## src/rtl/message_transmitter_pkg.sv

```systemverilog
// Shared types and constants for the CAN frame transmitter.
// Bit polarity everywhere: 1 is dominant, 0 is recessive.
package message_transmitter_pkg;

  typedef enum logic [4:0] {
    ST_IDLE,
    ST_SOF,
    ST_ID_A,
    ST_SRR,
    ST_IDE,
    ST_ID_B,
    ST_RTR,
    ST_R1,
    ST_R0,
    ST_DLC,
    ST_DATA,
    ST_CRC,
    ST_CRC_DEL,
    ST_ACK_SLOT,
    ST_ACK_DEL,
    ST_EOF,
    ST_IFS
  } tx_state_t;

  localparam logic [6:0] LEN_ID_A = 7'd11;
  localparam logic [6:0] LEN_ID_B = 7'd18;
  localparam logic [6:0] LEN_DLC  = 7'd4;
  localparam logic [6:0] LEN_CRC  = 7'd15;
  localparam logic [6:0] LEN_EOF  = 7'd7;
  localparam logic [6:0] LEN_IFS  = 7'd3;

  localparam logic DOMINANT  = 1'b1;
  localparam logic RECESSIVE = 1'b0;

  // Remote frames carry no data; DLC values above 8 still mean 8 bytes.
  function automatic logic [3:0] data_bytes(input logic [3:0] dlc, input logic rtr);
    if (rtr)
      return 4'd0;
    else if (dlc > 4'd8)
      return 4'd8;
    else
      return dlc;
  endfunction

endpackage

```

## src/rtl/crc_step_machine.sv

```systemverilog
// CAN CRC-15 (polynomial 0x4599), advanced by one frame bit per update_crc.
module crc_step_machine (
  input  logic        clk,
  input  logic        rst_n,
  input  logic        clear_crc,
  input  logic        update_crc,
  input  logic        crc_bit,
  output logic [14:0] crc
);

  always_ff @(posedge clk or negedge rst_n) begin
    if (!rst_n)
      crc <= 15'd0;
    else if (clear_crc)
      crc <= 15'd0;
    else if (update_crc)
      crc <= {crc[13:0], 1'b0} ^ ((crc_bit ^ crc[14]) ? 15'h4599 : 15'h0000);
  end

endmodule

```

## src/rtl/message_transmitter.sv

```systemverilog
// CAN frame serializer: latches a frame request and offers the unstuffed
// frame bit by bit to the transmit pipeline, checking the bus readback.
module message_transmitter
  import message_transmitter_pkg::*;
(
  input  logic        clk,
  input  logic        rst_n,
  input  logic        tx_req,
  input  logic [28:0] msg_id,
  input  logic        extended,
  input  logic        rtr,
  input  logic [3:0]  dlc,
  input  logic [63:0] msg,
  input  logic        bus_idle,
  input  logic        bit_advance,
  input  logic        rx_bit,
  input  logic        rx_bit_valid,
  output logic        next_bit,
  output logic        stuff_bypass,
  output logic        tx_busy,
  output logic        tx_ack,
  output logic        tx_done,
  output logic        arb_lost,
  output logic        bit_error,
  output logic        ack_error
);

  tx_state_t   state, state_n;
  logic [6:0]  cnt, cnt_n;
  logic [28:0] id_q;
  logic        ext_q, rtr_q;
  logic [3:0]  dlc_q, bytes_q;
  logic [63:0] msg_q;
  logic [14:0] crc, crc_hold, crc_src;
  logic [10:0] base_id;
  logic [2:0]  lead_bytes;
  logic [5:0]  data_idx;
  logic        update_crc, clear_crc;
  logic        accept, in_arb, load, bit_n;
  logic        arb_fail, bit_fail, ack_fail, abort, last_bit;

  crc_step_machine u_crc (
    .clk        (clk),
    .rst_n      (rst_n),
    .clear_crc  (clear_crc),
    .update_crc (update_crc),
    .crc_bit    (next_bit),
    .crc        (crc)
  );

  always_ff @(posedge clk or negedge rst_n) begin
    if (!rst_n) begin
      state <= ST_IDLE;
      cnt   <= 7'd0;
    end else begin
      state <= state_n;
      cnt   <= cnt_n;
    end
  end

  // Readback compare uses the bit already on the bus; an error beats a same-cycle advance.
  always_comb begin
    state_n  = state;
    cnt_n    = cnt;
    arb_fail = 1'b0;
    bit_fail = 1'b0;
    ack_fail = 1'b0;
    last_bit = 1'b0;
    if (state != ST_IDLE && rx_bit_valid) begin
      if (state == ST_ACK_SLOT)
        ack_fail = (rx_bit == RECESSIVE);
      else if (rx_bit != next_bit) begin
        if (in_arb && next_bit == RECESSIVE)
          arb_fail = 1'b1;
        else
          bit_fail = 1'b1;
      end
    end
    abort = arb_fail | bit_fail | ack_fail;

    if (state == ST_IDLE) begin
      if (accept) begin
        state_n = ST_SOF;
        cnt_n   = 7'd0;
      end
    end else if (abort) begin
      state_n = ST_IDLE;
      cnt_n   = 7'd0;
    end else if (bit_advance) begin
      if (cnt != 7'd0)
        cnt_n = cnt - 7'd1;
      else begin
        cnt_n = 7'd0;
        case (state)
          ST_SOF:      begin state_n = ST_ID_A; cnt_n = LEN_ID_A - 7'd1; end
          ST_ID_A:     state_n = ext_q ? ST_SRR : ST_RTR;
          ST_SRR:      state_n = ST_IDE;
          ST_IDE: begin
            if (ext_q) begin
              state_n = ST_ID_B;
              cnt_n   = LEN_ID_B - 7'd1;
            end else
              state_n = ST_R0;
          end
          ST_ID_B:     state_n = ST_RTR;
          ST_RTR:      state_n = ext_q ? ST_R1 : ST_IDE;
          ST_R1:       state_n = ST_R0;
          ST_R0:       begin state_n = ST_DLC; cnt_n = LEN_DLC - 7'd1; end
          ST_DLC: begin
            if (bytes_q == 4'd0) begin
              state_n = ST_CRC;
              cnt_n   = LEN_CRC - 7'd1;
            end else begin
              state_n = ST_DATA;
              cnt_n   = {bytes_q, 3'b000} - 7'd1;
            end
          end
          ST_DATA:     begin state_n = ST_CRC; cnt_n = LEN_CRC - 7'd1; end
          ST_CRC:      state_n = ST_CRC_DEL;
          ST_CRC_DEL:  state_n = ST_ACK_SLOT;
          ST_ACK_SLOT: state_n = ST_ACK_DEL;
          ST_ACK_DEL:  begin state_n = ST_EOF; cnt_n = LEN_EOF - 7'd1; end
          ST_EOF:      begin state_n = ST_IFS; cnt_n = LEN_IFS - 7'd1; end
          ST_IFS:      begin state_n = ST_IDLE; last_bit = 1'b1; end
          default:     state_n = ST_IDLE;
        endcase
      end
    end
  end

  always_comb begin
    accept       = (state == ST_IDLE) && tx_req && bus_idle;
    clear_crc    = accept;
    tx_busy      = (state != ST_IDLE);
    stuff_bypass = (state == ST_IDLE) || (state >= ST_CRC_DEL);
    in_arb       = (state >= ST_ID_A) && (state <= ST_RTR);
    load         = accept || ((state != ST_IDLE) && bit_advance);
  end

  // Value of the bit that will be on the bus once state_n/cnt_n take effect.
  always_comb begin
    base_id    = ext_q ? id_q[28:18] : id_q[10:0];
    lead_bytes = 3'd0 - bytes_q[2:0];
    data_idx   = {lead_bytes, 3'b000} + cnt_n[5:0];
    crc_src    = (state == ST_CRC) ? crc_hold : crc;
    case (state_n)
      ST_SOF:  bit_n = DOMINANT;
      ST_ID_A: bit_n = base_id[cnt_n[3:0]];
      ST_SRR:  bit_n = RECESSIVE;
      ST_IDE:  bit_n = ext_q ? RECESSIVE : DOMINANT;
      ST_ID_B: bit_n = id_q[cnt_n[4:0]];
      ST_RTR:  bit_n = ~rtr_q;
      ST_R1:   bit_n = DOMINANT;
      ST_R0:   bit_n = DOMINANT;
      ST_DLC:  bit_n = dlc_q[cnt_n[1:0]];
      ST_DATA: bit_n = msg_q[data_idx];
      ST_CRC:  bit_n = crc_src[cnt_n[3:0]];
      default: bit_n = RECESSIVE;
    endcase
  end

  always_ff @(posedge clk or negedge rst_n) begin
    if (!rst_n) begin
      next_bit   <= RECESSIVE;
      update_crc <= 1'b0;
      tx_ack     <= 1'b0;
      tx_done    <= 1'b0;
      arb_lost   <= 1'b0;
      bit_error  <= 1'b0;
      ack_error  <= 1'b0;
      id_q       <= 29'd0;
      ext_q      <= 1'b0;
      rtr_q      <= 1'b0;
      dlc_q      <= 4'd0;
      bytes_q    <= 4'd0;
      msg_q      <= 64'd0;
      crc_hold   <= 15'd0;
    end else begin
      tx_ack     <= accept;
      tx_done    <= last_bit;
      arb_lost   <= arb_fail;
      bit_error  <= bit_fail;
      ack_error  <= ack_fail;
      update_crc <= 1'b0;
      if (accept) begin
        id_q    <= msg_id;
        ext_q   <= extended;
        rtr_q   <= rtr;
        dlc_q   <= dlc;
        bytes_q <= data_bytes(dlc, rtr);
        msg_q   <= msg;
      end
      if (abort)
        next_bit <= RECESSIVE;
      else if (load) begin
        next_bit   <= bit_n;
        update_crc <= (state_n >= ST_SOF) && (state_n <= ST_DATA);
        if (state_n == ST_CRC && state != ST_CRC)
          crc_hold <= crc;
      end
    end
  end

endmodule

```

## config.mk

```make
export PLATFORM = sky130hd
export DESIGN_NAME = message_transmitter
export DESIGN_NICKNAME = d
export VERILOG_FILES = /design/src/rtl/message_transmitter_pkg.sv /design/src/rtl/crc_step_machine.sv /design/src/rtl/message_transmitter.sv
export SDC_FILE = /design/constraint.sdc
export NUM_CORES = 1
export LEC_CHECK = 0
export BUFFER_PORTS_ARGS = -buffer_cell sky130_fd_sc_hd__buf_4
export CAP_MARGIN = 20
export CORE_MARGIN = 5
export CORE_UTILIZATION = 35
export CTS_CLUSTER_SIZE = 30
export DETAILED_ROUTE_END_ITERATION = 10
export PLACE_DENSITY = 0.52
export SLEW_MARGIN = 5
export SYNTH_ARGS = -nofsm -noshare
export SYNTH_HDL_FRONTEND = slang
export SYNTH_HIERARCHICAL = 1
export SYNTH_SLANG_ARGS = --single-unit
```

## constraint.sdc

```tcl
create_clock -name clk -period 6.3 [get_ports clk]
set_clock_uncertainty 0.05 [all_clocks]
set_input_delay 0.315 -clock clk [delete_from_list [all_inputs] [get_ports clk]]
set_output_delay 0.315 -clock clk [all_outputs]
set_load 0.03 [all_outputs]
```

# Yosys cells after proc, flatten, opt, wreduce, memory -nomap -nowiden
# Index checks and enable logic that the tools add are counted.
[word_totals] ff_bits=152 inputBits=106 out_inout_bits=8 wordCells=145
[op_classes] add_sub_neg=4 magnitude_cmp=10 n_eq_ne=29 mux=56 bitwise=8 n_reduce_logical=20
[ops] cell="$pmux 5 s15" n=1
[ops] cell="$eq 5x4->1 const B" n=12
[ops] cell="$mux 15" n=4
[ops] cell="$pmux 7 s7" n=1
[ops] cell="$mux 7" n=6
[ops] cell="$eq 5x3->1 const B" n=8
[ops] cell="$mux 5" n=6
[ops] cell="$mux 1" n=26
[ops] cell="$eq 5x2->1 const B" n=3
[ops] cell="$xor 15x15->15" n=1
[ops] cell="$sub 7x1->7 const B" n=2
[ops] cell="$mux 4" n=3
[ops] cell="$mux 11" n=1
[ops] cell="$eq 5x1->1 const B" n=2
[ops] cell="$bmux 1 s4" n=2
[ops] cell="$logic_and 1x1->1" n=8
[ops] cell="$pmux 1 s8" n=1
[ops] cell="$lt 6x7->1 const B" n=1
[ops] cell="$reduce_bool 7->1" n=1
[ops] cell="$add 6x6->6" n=1
[ops] cell="$bmux 1 s6" n=1
[ops] cell="$lt 5x6->1 const B" n=1
[ops] cell="$bmux 1 s5" n=1
[ops] cell="$eq 5x5->1 const B" n=1
[ops] cell="27 further kinds" n=33

# Logic depth before layout (Yosys ltp)
[depth] ltp_word=17 depth_mapped=20 ltp_nobuf=16

# Hierarchy
# Netlist, hierarchy kept.
[by_module_without_submodules] mod="message_transmitter" instances=1 cells_each=888 area_per_inst_um2=7773.7
[by_module_without_submodules] mod="crc_step_machine" instances=1 cells_each=70 area_per_inst_um2=725.7

# Least setup slack after synthesis
# OpenSTA, ideal clock, no wires.
[synth_path] path_type="flip-flop to flip-flop" startpoint="reg state[0]" endpoint="reg next_bit" setup_ns=0.084 arrival_ns=4.709 t_required_ns=6.166 path_slack_ns=1.457 path_stages_with_launch=18 period_less_slack_ns=4.843 cell_sequence="dfrtp_1 -> buf_2 -> or4_1 -> buf_2 -> nor2_1 -> inv_1 -> a21oi_1 -> a211oi_1 -> o21ai_1 -> clkbuf_1 -> ha_1 -> inv_1 -> fa_1 -> clkbuf_1 -> mux4_2 -> mux4_2 -> or3_1 -> a41oi_2"
[synth_lines] item="start, declared" line_no="message_transmitter.sv:28" source="tx_state_t state, state_n;"
[synth_lines] item="start signal, assigned" line_no="message_transmitter.sv:56" source="state <= state_n;"
[synth_lines] item="$reduce_bool 5->1 *"
[synth_lines] item="named net tx_busy" line_no="message_transmitter.sv:20" source="output logic tx_busy,"
[synth_lines] item="$logic_and 1x1->1 *" line_no="message_transmitter.sv:69" source="if (state != ST_IDLE && rx_bit_valid) begin"
[synth_lines] item="$mux 1" line_no="message_transmitter.sv:69"
[synth_lines] item="$or 1x1->1" line_no="message_transmitter.sv:79" source="abort = arb_fail | bit_fail | ack_fail;"
[synth_lines] item="$or 1x1->1 *" line_no="message_transmitter.sv:79"
[synth_lines] item="$mux 7 *" line_no="message_transmitter.sv:86" source="end else if (abort) begin"
[synth_lines] item="$mux 7 *" line_no="message_transmitter.sv:81" source="if (state == ST_IDLE) begin"
[synth_lines] item="named net cnt_n[3]" line_no="message_transmitter.sv:29" source="logic [6:0] cnt, cnt_n;"
[synth_lines] item="$add 6x6->6" line_no="message_transmitter.sv:144" source="data_idx = {lead_bytes, 3'b000} + cnt_n[5:0];"
[synth_lines] item="$bmux 1 s6" line_no="message_transmitter.sv:156" source="ST_DATA: bit_n = msg_q[data_idx];"
[synth_lines] item="$mux 1 (not written as such)" line_no="message_transmitter.sv:156"
[synth_lines] item="$pmux 1 s8 *" line_no="message_transmitter.sv:146" source="case (state_n)"
[synth_lines] item="$mux 1 *" line_no="message_transmitter.sv:195" source="else if (load) begin"
[synth_lines] item="$mux 1 *" line_no="message_transmitter.sv:193" source="if (abort)"
[synth_lines] item="end signal, assigned" line_no="message_transmitter.sv:196" source="next_bit <= bit_n;"
[synth_lines] item="end, declared" line_no="message_transmitter.sv:18" source="output logic next_bit,"
# The timed path passes the listed nets; every way through them passes the cells marked *. The select of a mux whose other input is x is not followed.
# A chain may end at the register's enable or synchronous reset.

# Worst setup path after layout
[layout_path] startpoint="reg state[0]" endpoint="reg next_bit"
[layout_between] elab_chain_len=17
[layout_lines] item="$ge 5x2->1 / $le 5x3->1 (equally long branches)" line_no="message_transmitter.sv:136" source="in_arb = (state >= ST_ID_A) && (state <= ST_RTR);"
[layout_lines] item="$logic_and 1x1->1" line_no="message_transmitter.sv:136"
[layout_lines] item="$logic_and 1x1->1" line_no="message_transmitter.sv:73" source="if (in_arb && next_bit == RECESSIVE)"
[layout_lines] item="$mux 1" line_no="message_transmitter.sv:73"
[layout_lines] item="$mux 1" line_no="message_transmitter.sv:72" source="else if (rx_bit != next_bit) begin"
[layout_lines] item="$mux 1" line_no="message_transmitter.sv:70" source="if (state == ST_ACK_SLOT)"
[layout_lines] item="$mux 1" line_no="message_transmitter.sv:69"
[layout_lines] item="$or 1x1->1 (2 in a row)" line_no="message_transmitter.sv:79"
[layout_lines] item="$mux 7" line_no="message_transmitter.sv:86"
[layout_lines] item="$mux 7" line_no="message_transmitter.sv:81"
[layout_lines] item="$add 6x6->6" line_no="message_transmitter.sv:144"
[layout_lines] item="$bmux 1 s6" line_no="message_transmitter.sv:156"
[layout_lines] item="$mux 1 (not written as such)" line_no="message_transmitter.sv:156"
[layout_lines] item="$pmux 1 s8" line_no="message_transmitter.sv:146"
[layout_lines] item="$mux 1" line_no="message_transmitter.sv:195"
[layout_lines] item="$mux 1" line_no="message_transmitter.sv:193"
# Parallel ways exist; a longest one is shown, timed or not. The select of a mux whose other input is x is not followed.

==> metrics.md <==
| Metric | Value |
|---|---|
| Half-perimeter wire length after placement | `17670 µm` |
| Detailed Route WL | `25080 µm` |
| Setup crit end kind | `flip-flop` |
| Design Area, Final | `10150 µm²` |
| First-pass GRT wire length | `40400 µm` |
| Synth Area in Compound Gates | `0.1294` |
| Final setup TNS | `0 ns` |
| Total GRT Usage | `0.1814` |
| Hold endpoint | `id_q[20]` |
| # H-tree levels | `4` |
| Synthesized area | `8499 µm²` |
| Multiplexer share of the synthesized area | `0.1013` |
| Sw Ratio | `0.4043` |
| CP startpoint kind | `flip-flop` |
| WP data arrival | `5.30 ns` |
| Capturing point of the worst reg2reg path | `next_bit` |
| Most used DFF post-synth | `dfrtp_1` |
| Worst Path Max Fanout | `19` |
| Clock Latency Late Sink | `0.43 ns` |
| # DRC | `0` |
| Fin. max-slew vios | `0` |
| Vias in the first global route | `7284` |
| Top cell by count, worst path | `mux4_2` |
| RePlAce Congestion | `0.8895` |
| Die Span Y | `165.8 µm` |
| Power per cell area | `397.1 nW/µm²` |
| Port bufs | `113` |
| Most area-hungry cell type in the Yosys netlist | `dfrtp_1` |
| Area Growth Syn to Fin | `19.43%` |
| Worst R2R Setup Slack | `1.29 ns` |
| Crit share post-route | `0.7945` |
| RSZ-0062 raised after global routing | `false` |
| Syn Nets | `1069` |
| Die area | `27500 µm²` |
| Synthesized area per cell | `8.872 µm²` |
| Die X | `165.8 µm` |
| Most instantiated cells after synthesis | `327 x nand2_1, 152 x dfrtp_1, 44 x mux2i_1, 40 x clkbuf_1, 32 x nor2_1` |
| Worst Path Required | `6.60 ns` |
| I/O Pins | `114` |
| CTS max path bufs | `2` |
| Detail Route Antenna Nets | `0` |
| Largest family of logic cells by synthesized area | `simple AND/OR/NAND/NOR gates` |
| CP max stage cell | `fa_1` |
| Post-Place Cell Area | `9553 µm²` |
| Most common cell in the synthesized netlist | `nand2_1` |
| Largest cells by area after synthesis | `dfrtp_1 45%, nand2_1 14%, mux2i_1 5.2%` |
| CP bufs+invs | `1` |
| Simple-gate area share of the yosys netlist | `0.2542` |
| Yosys warns | `6` |
| Drt via density | `5.219` |
| Total grt overflow | `0` |
| Fmax | `0.1998 GHz` |
| Syn Inst Count | `958` |
| Worst setup path category | `flip-flop to flip-flop` |
| NumNets Final | `1150` |
| Peak VDD IR | `0.0001543 V` |
| Post-synthesis adder-cell area fraction | `0.008244` |
| Depth of the worst register-to-register path | `12` |
| Layout cell share with drive strength beyond 1 | `0.1977` |
| FP Rows | `57` |
| Initial core utilization | `0.3526` |
| WL per Instance | `18.22 µm` |
| Initial antenna violation count | `0` |
| Core area | `24110 µm²` |
| Reg clk slew, reported paths | `0.07 ns` |
| Clock Power Share | `0.253` |
| EDFF count, synth | `0` |
| DR pass1 iterations | `5` |
| Num CTS Buffers | `17` |
| Asr flop ratio synth | `1.000` |
| Max_cap viols | `0` |
| Synth Area in XOR/XNOR | `0.01030` |
| Pint | `2.402 mW` |
| Post-CTS Setup Bufs | `0` |
| # fillers | `2489` |
| Hold Path Depth | `3` |
| Worst slew margin | `0.3388` |
| Diodes inserted | `0` |
| TritonCTS clock tree | `built` |
| Hold Path Origin | `msg_id[20]` |
| Slowest cell delay on critical path | `0.79 ns` |
| Status | `finished, final reports clean` |
| Vias | `7181` |
| Net Switching | `1.630 mW` |
| DR iter-0 viols | `478` |
| Tmin final | `5.006 ns` |
| Largest net degree at the start of global routing | `92` |
| Seq/Total Area, Yosys | `0.4475` |
| Delay-heaviest family, CP | `compound AO/OA/AOI/OAI gates` |
| Hold Violations, Final | `0` |
| Clk sinks | `152` |
| Combinational power share | `0.385` |
| #FFs+latches synth | `152` |
| Tightest Hold Check Type | `primary input to flip-flop` |
| Netlist cell types | `86` |
| Worst slew pin tran | `0.9918 ns` |
| Flop pwr share | `0.362` |
| Top-area cell type share of the netlist area | `0.4475` |
| Final setup vio count | `0` |
| Pleak | `4.699 nW` |
| Worst reg2reg startpoint | `state[0]` |
| CTS root buffer | `clkbuf_16` |
| CP cell instances | `nor3b_2 > a22oi_1 > a31oi_1 > a211oi_1 > o21ai_1 > ha_1 > inv_1 > fa_1 > mux4_2 > mux4_2 > or3_1 > a41oi_2` |
## state kept, by name, indices dropped and copies added (netlist names), 4 cells and up
register	count
bytes_q	4
cnt	7
crc_hold	15
dlc_q	4
id_q	29
msg_q	64
state	5
u_crc/crc	15
## per-layer routing
metal  part of all wire  global-route usage  wire, µm
met5                  0                   0         0
met4              0.012             0.04268       303
met3              0.051             0.03928      1287
met2               0.46              0.2880     11610
met1               0.47              0.2551     11870
## cells by family (layout without fill, tap and decap cells)
| kind of cell | after synthesis | after routing |
|---|---|---|
| buffers and inverters | 90 | 184 |
| adders and majority gates | 5 | 5 |
| xor gates and xnor gates | 10 | 10 |
| DFF | 152 | 152 |
| muxes | 74 | 74 |
| AOI/OAI and AO/OA | 149 | 149 |
| and+or+nand+nor | 478 | 478 |
## worst min-delay path, cell delays in order
cell	delay (ns)
buf_4	0.08
nand2_1	0.04
nand2_1	0.04
## worst max path at each step
stage / startpoint / end / depth (start not counted)
finish: state[0] / next_bit / 12
global route: state[0] / next_bit / 12
CTS: state[0] / next_bit / 12
detailed placement: state[0] / next_bit / 12
global placement: state[3] / next_bit / 12
floorplan: state[0] / next_bit / 17
## area by class of cell
cell class                 count  area, µm²  share of cell area
clock buffer                  17      425.4             0.04191
clock inverter                15      162.7             0.01602
sequential                   152       3804              0.3747
multi-input combinational    716       4295              0.4231
tap                          324      405.4             0.03994
inverter                      27      113.9             0.01122
timing repair buffer         125      944.7             0.09306
## per-stage QoR
stage	setup slack [ns]	util	total power, mW	instances	hold WS (ns)
floorplan	1.457	-	2.569	958	-0.03059
global placement	1.454	0.3963	3.024	1343	0.4095
detailed placement	1.353	0.3963	3.029	1343	0.4112
CTS	1.307	0.4211	4.071	1376	0.003755
global route	0.9148	0.4211	4.312	1376	0.009246
finish	1.294	0.4211	4.031	1376	0.01578
## cells in the final DEF (no fill, tap or decap), types with 5 or more instances in the layout
cell	count
buf_4	123
nand3_1	27
a31oi_1	5
mux2_2	21
o311ai_0	6
inv_8	6
o2111ai_1	6
clkbuf_16	17
a211oi_1	9
a311oi_1	5
nor3b_1	5
dfrtp_1	152
nor2_1	32
inv_1	24
and2_1	7
o21ai_0	30
nand4_1	6
a21oi_1	22
and3_1	6
a22oi_1	5
mux2i_1	44
nor2b_1	8
nor3_1	15
mux4_2	7
xnor2_1	7
a2111oi_0	6
or3_1	5
nand4b_1	6
o211ai_1	9
a221oi_1	8
nand2_1	327
## power by group through the flow
stage	Combinational, mW	Clock [mW]	Sequential (mW)
finish	1.55	1.02	1.46
CTS	1.56	1.05	1.46
detailed placement	1.55	0	1.48
floorplan	1.20	0	1.37
global placement	1.54	0	1.49
global route	1.73	1.08	1.49
## timing repair
action	in CTS	in global routing
gates resized for setup	0	0
hold endpoints to repair	89	0
hold buffers	1	0
Power figures use the tool's default switching activity.
